### config.mk
export PLATFORM = sky130hd
export DESIGN_NAME = opn_inject_scheduler
export DESIGN_NICKNAME = d
export VERILOG_FILES = /design/src/rtl/opn_inject_scheduler.sv
export SDC_FILE = /design/constraint.sdc
export NUM_CORES = 1
export LEC_CHECK = 0
export CORE_AREA = 2 2 148 150
export DETAILED_ROUTE_END_ITERATION = 6
export DIE_AREA = 0 0 150 152
export PLACE_DENSITY_LB_ADDON = 0.2
export SKIP_LAST_GASP = 1
export SLEW_MARGIN = 20
export SYNTH_ARGS = -nofsm -noshare
export SYNTH_HDL_FRONTEND = slang
export SYNTH_SLANG_ARGS = --single-unit
### constraint.sdc
create_clock -name clk -period 7 [get_ports clk]
set_input_delay 2.1 -clock clk [delete_from_list [all_inputs] [get_ports clk]]
set_output_delay 2.1 -clock clk [all_outputs]
set_load 0.02 [all_outputs]
### src/rtl/opn_inject_scheduler.sv
// Local injection scheduler: arbitrates tile producers onto one operand-network router
// port, issues each flit as a one-cycle req and re-issues it until the router acks.
module opn_inject_scheduler #(
   parameter int unsigned NUM_SRC   = 4,
   parameter int unsigned FLIT_W    = 64,
   parameter int unsigned AGE_LIMIT = 15
) (
   input  logic                        clk,
   input  logic                        rst_n,
   input  logic [NUM_SRC-1:0]          src_valid,
   input  logic [NUM_SRC*FLIT_W-1:0]   src_flit,
   input  logic [NUM_SRC-1:0]          src_high_pri,
   output logic [NUM_SRC-1:0]          src_ready,
   output logic                        inj_req_out,
   output logic [FLIT_W-1:0]           inj_flit_out,
   input  logic                        inj_ack_in,
   input  logic                        flush,
   output logic                        busy,
   output logic [15:0]                 retry_count,
   output logic [31:0]                 flit_count
);
   localparam int unsigned IDX_W = (NUM_SRC > 1) ? $clog2(NUM_SRC) : 1;
   localparam int unsigned AGE_W = 8;
   localparam logic [AGE_W-1:0] AGE_MAX  = AGE_W'(AGE_LIMIT);
   localparam logic [IDX_W-1:0] LAST_IDX = IDX_W'(NUM_SRC - 1);

   typedef enum logic [1:0] {IDLE = 2'd0, ISSUE = 2'd1, WAIT = 2'd2} state_t;

   state_t             state_q, state_d;
   logic [FLIT_W-1:0]  hold_q, hold_d;
   logic [IDX_W-1:0]   rr_ptr_q, rr_ptr_d;
   logic [AGE_W-1:0]   age_q [NUM_SRC];
   logic [AGE_W-1:0]   age_d [NUM_SRC];
   logic [15:0]        retry_q, retry_d;
   logic [31:0]        fcnt_q, fcnt_d;
   logic               grant;
   logic               win_found;
   logic [IDX_W-1:0]   win;
   logic [IDX_W-1:0]   idx_n;
   logic [NUM_SRC-1:0] cand;
   int unsigned        idx;

   // Winner: lowest-index aged source, else round-robin from rr_ptr within the active class.
   always_comb begin
      win_found = 1'b0;
      win       = '0;
      idx       = 0;
      idx_n     = '0;
      cand      = (|(src_valid & src_high_pri)) ? (src_valid & src_high_pri) : src_valid;
      for (int unsigned i = 0; i < NUM_SRC; i++) begin
         if (!win_found && src_valid[i] && (age_q[i] == AGE_MAX)) begin
            win_found = 1'b1;
            win       = IDX_W'(i);
         end
      end
      for (int unsigned k = 0; k < NUM_SRC; k++) begin
         idx = 32'(rr_ptr_q) + k;
         if (idx >= NUM_SRC) idx = idx - NUM_SRC;
         idx_n = IDX_W'(idx);
         if (!win_found && cand[idx_n]) begin
            win_found = 1'b1;
            win       = idx_n;
         end
      end
   end

   // Next-state, counters and hold register; flush overrides everything outside IDLE.
   always_comb begin
      state_d  = state_q;
      hold_d   = hold_q;
      rr_ptr_d = rr_ptr_q;
      retry_d  = retry_q;
      fcnt_d   = fcnt_q;
      grant    = 1'b0;
      unique case (state_q)
         IDLE:  grant = |src_valid;
         ISSUE: state_d = WAIT;
         WAIT: begin
            if (inj_ack_in) begin
               fcnt_d = fcnt_q + 32'd1;
               if (|src_valid) grant = 1'b1;
               else            state_d = IDLE;
            end else begin
               if (retry_q != 16'hFFFF) retry_d = retry_q + 16'd1;
               state_d = ISSUE;
            end
         end
         default: state_d = IDLE;
      endcase
      if (flush && (state_q != IDLE)) begin
         state_d = IDLE;
         grant   = 1'b0;
         fcnt_d  = fcnt_q;
         retry_d = retry_q;
      end
      if (grant) begin
         state_d  = ISSUE;
         hold_d   = src_flit[32'(win)*FLIT_W +: FLIT_W];
         rr_ptr_d = (win == LAST_IDX) ? '0 : win + IDX_W'(1);
      end else if (state_d == IDLE) begin
         hold_d = '0;
      end
   end

   // Per-source wait age, saturating; cleared when idle-valid drops or on grant.
   always_comb begin
      for (int unsigned i = 0; i < NUM_SRC; i++) begin
         if (!src_valid[i] || (grant && (win == IDX_W'(i)))) age_d[i] = '0;
         else if (age_q[i] == AGE_MAX)                       age_d[i] = age_q[i];
         else                                                age_d[i] = age_q[i] + AGE_W'(1);
      end
   end

   always_ff @(posedge clk or negedge rst_n) begin
      if (!rst_n) begin
         state_q  <= IDLE;
         hold_q   <= '0;
         rr_ptr_q <= '0;
         retry_q  <= '0;
         fcnt_q   <= '0;
         for (int unsigned i = 0; i < NUM_SRC; i++) age_q[i] <= '0;
      end else begin
         state_q  <= state_d;
         hold_q   <= hold_d;
         rr_ptr_q <= rr_ptr_d;
         retry_q  <= retry_d;
         fcnt_q   <= fcnt_d;
         for (int unsigned i = 0; i < NUM_SRC; i++) age_q[i] <= age_d[i];
      end
   end

   assign src_ready    = grant ? (NUM_SRC'(1) << win) : '0;
   assign inj_req_out  = (state_q == ISSUE) && !flush;
   assign inj_flit_out = hold_q;
   assign busy         = (state_q != IDLE);
   assign retry_count  = retry_q;
   assign flit_count   = fcnt_q;

endmodule

==> results.md <==
* Outcome: completed
* Layout Cells excl Fill at around 1,600
* CTS tree: done
* Distinct cells, synth at 50
* GP Congestion at ~0.85
* Largest net degree at the start of global routing at 108
* DR WL/cell at 21.21 um
* Fin crit share at 0.9791
* Post-Route WL at around 34 mm
* Crit path launch type: input port
* Final cell utilization of the core at 0.6467
* Seq/Total Area, Yosys at 0.4110
* Core ar. at ~21,000 sq um
* Yosys top cell area share at 0.4110
* CTS buffer count at 17
* DR pass1 iterations at 7
* # placed instances at 1,554
* Number of global-route vias before repair at 9,226
* Initial Utilization at 0.4221
* Pins Over Slew Limit at 0
* Setup ws final at about 150 ps
* Clock latency on the worst-skew pair at about 430 ps
* Largest area contributor in the netlist: dfrtp_1
* Detailed-placement wirelength estimate at 23.11 mm
* 1st-iter DRT viols at about 690
* Layout cells sized above 1 at 0.1118
* Total track usage at 0.2906
* CP endpoint kind: primary output
* HP Class: register to register
* Die height at between 150 and 200 um
* Clock Skews at between 15 and 20 ps
* Clk Tree Root Cell: clkbuf_16
* Most common cell after layout, fill and taps aside: clkdlybuf4s50_1
* Critical path class: input port to primary output
* Ports at approximately 390
* Leading post-synthesis cells by cell area: dfrtp_1 41%, a221o_1 7.1%, nand3_1 5.8%, mux2_2 5.7%, o211ai_1 5.3%
* Relative slew margins at 0.3288
* Reg clk slew, reported paths at about 70 ps
* H-Tree Level Count at 4
* Post-route DRC at 0
* Mapped Nets at 1,214
* Async set-or-reset flop fraction in the synthesized netlist at 1.000
* Power per cell area at roughly 360 nW/um^2
* Synth warn at 0
* Pleak at between 5 and 6 nW
* Final #Nets at roughly 1,600
* Place WS at -151.9 ps
* Flops & latches, synth at around 150
* Worst vdd ir at between 0.2 and 0.3 mV
* IO buf count at approximately 390
* First-pass GRT wire length at ~52 mm
* CTS Buffer Depth at 2
* Chip width at roughly 150 um
* Vias/cell at roughly 6
* Area growth, synth to finish at 53.23%
* Post-Syn Area at 9011 sq um
* Most frequent cells in the layout: 379 x clkdlybuf4s50_1, 148 x dfrtp_1, 105 x nand3_1
* WP data required at roughly 4900 ps
* Site Rows at between 50 and 60
* Syn Area/Cell at between 9 and 10 sq um
* Hold Vio Cnt, Final at 0
* Initial antenna violation count at 2
* Die ar. at between 20,000 and 25,000 sq um
* Tmin final at around 6900 ps
* RSZ-0062 raised after global routing: false
* Vias at around 9,400
* Least-Margin Pin Slew at slightly above 1000 ps
* CP Max Fanout at 5
* CTS Hold Bufs at 0
* Slowest stage cell, crit path: or4b_2
* Total grt overflow at 0
* Hold Slack at between 400 and 500 ps
* Setup Buffers After CTS at 0
* Post-route ant nets at 0
* EDFF count, synth at 0
* CP cell instances: clkdlybuf4s50_1, a222oi_1, o21a_1, mux2i_1, or4b_2, o21a_2, a21oi_4, nor2_1, dlygate4sd2_1
* CTS Sinks at 148
* CP arrival at about 4800 ps
* Ys flop type: dfrtp_1
* Cells after Synth at 940
* Max_cap viols at 0
* Max incr delay on CP at approximately 710 ps
* Setup violators final at 0
* FMAX at roughly 0.15 GHz
## power by group
part | internal (mW) | switching [mW]
clock network | 0.648 | 0.389
logic | 1.23 | 1.51
registers | 1.05 | 0.156
## area by class of cell
| cell class | instances | area (sq um) |
|---|---|---|
| repair buffers | 415 | 4084 |
| well taps | 280 | 350.3 |
| clock buffers | 18 | 439.2 |
| flip-flops and latches | 148 | 3704 |
| fillers | 1798 | 7542 |
| clock inverters | 14 | 226.5 |
| inverters | 6 | 22.52 |
| diodes | 2 | 5.005 |
| multi-input cells | 705 | 4977 |
## metrics by stage
stage	power [mW]	TNS, ps	cell area (sq um)
floorplan	2.954	0	9011
global placement	3.919	-60.81	13120
detailed placement	3.962	-505.1	13120
CTS	5.005	-47.08	13790
global route	5.235	0	13810
finish	4.995	0	13810
## cell usage after synthesis (all sizes together) (4+ instances only)
cell / count
a21oi: 11
a221o: 64
a222oi: 4
a31oi: 66
and3: 19
and4: 4
buf: 43
clkbuf: 38
dfrtp: 148
ha: 6
inv: 6
mux2: 66
mux2i: 6
nand2: 99
nand2b: 4
nand3: 105
nand4: 9
nor2: 43
nor3: 13
nor3b: 4
nor4: 5
o211ai: 64
o21a: 5
o21ai: 14
or3: 5
xnor2: 41
xor2: 24
## sequential cells by signal, indices dropped and copies added (netlist names)
signal        count
inj_flit_out     64
retry_count      16
state_q           2
flit_count       32
rr_ptr_q          2
age_q            32
## cell families after synthesis
group,Yosys count,synth area share
buffers and inverters,87,0.04221
xor gates and xnor gates,65,0.06318
DFF,148,0.4110
adders and majority gates,6,0.008331
muxes,72,0.09747
and+or+nand+nor,319,0.1690
AOI/OAI and AO/OA,243,0.2088
## metal layers
layer	global-route usage	wire [um]
met1	0.3483	13020
met2	0.4971	16820
met5	0	0
met3	0.07748	2838
met4	0.1078	992
## critical path, delay by kind of cell
kind / cells / cell delay, ps
buffers and inverters: 2 / 800
AO/OA/AOI/OAI: 4 / 990
multiplexers: 1 / 80
AND/OR/NAND/NOR: 2 / 780
## path summary, 6_finish.rpt
kind                           startpoint          endpoint  slack, ps  depth (start not counted)
setup / recovery             src_valid[1]      src_ready[1]        150                          9
setup reg to reg                age_q[16]  inj_flit_out[57]       3010                         10
max in group asynchronous           rst_n  inj_flit_out[54]       4060                          2
min in group asynchronous           rst_n       rr_ptr_q[1]       1780                          1
hold / removal             flit_count[29]    flit_count[29]        480                          1
hold reg to reg            flit_count[29]    flit_count[29]        480                          1
## what timing repair did
action | CTS | global route
resized for setup | 6 | 2
pin swaps | 1 | 3
endpoints found under the setup margin | 4 | 3
Power figures use the tool's default switching activity.
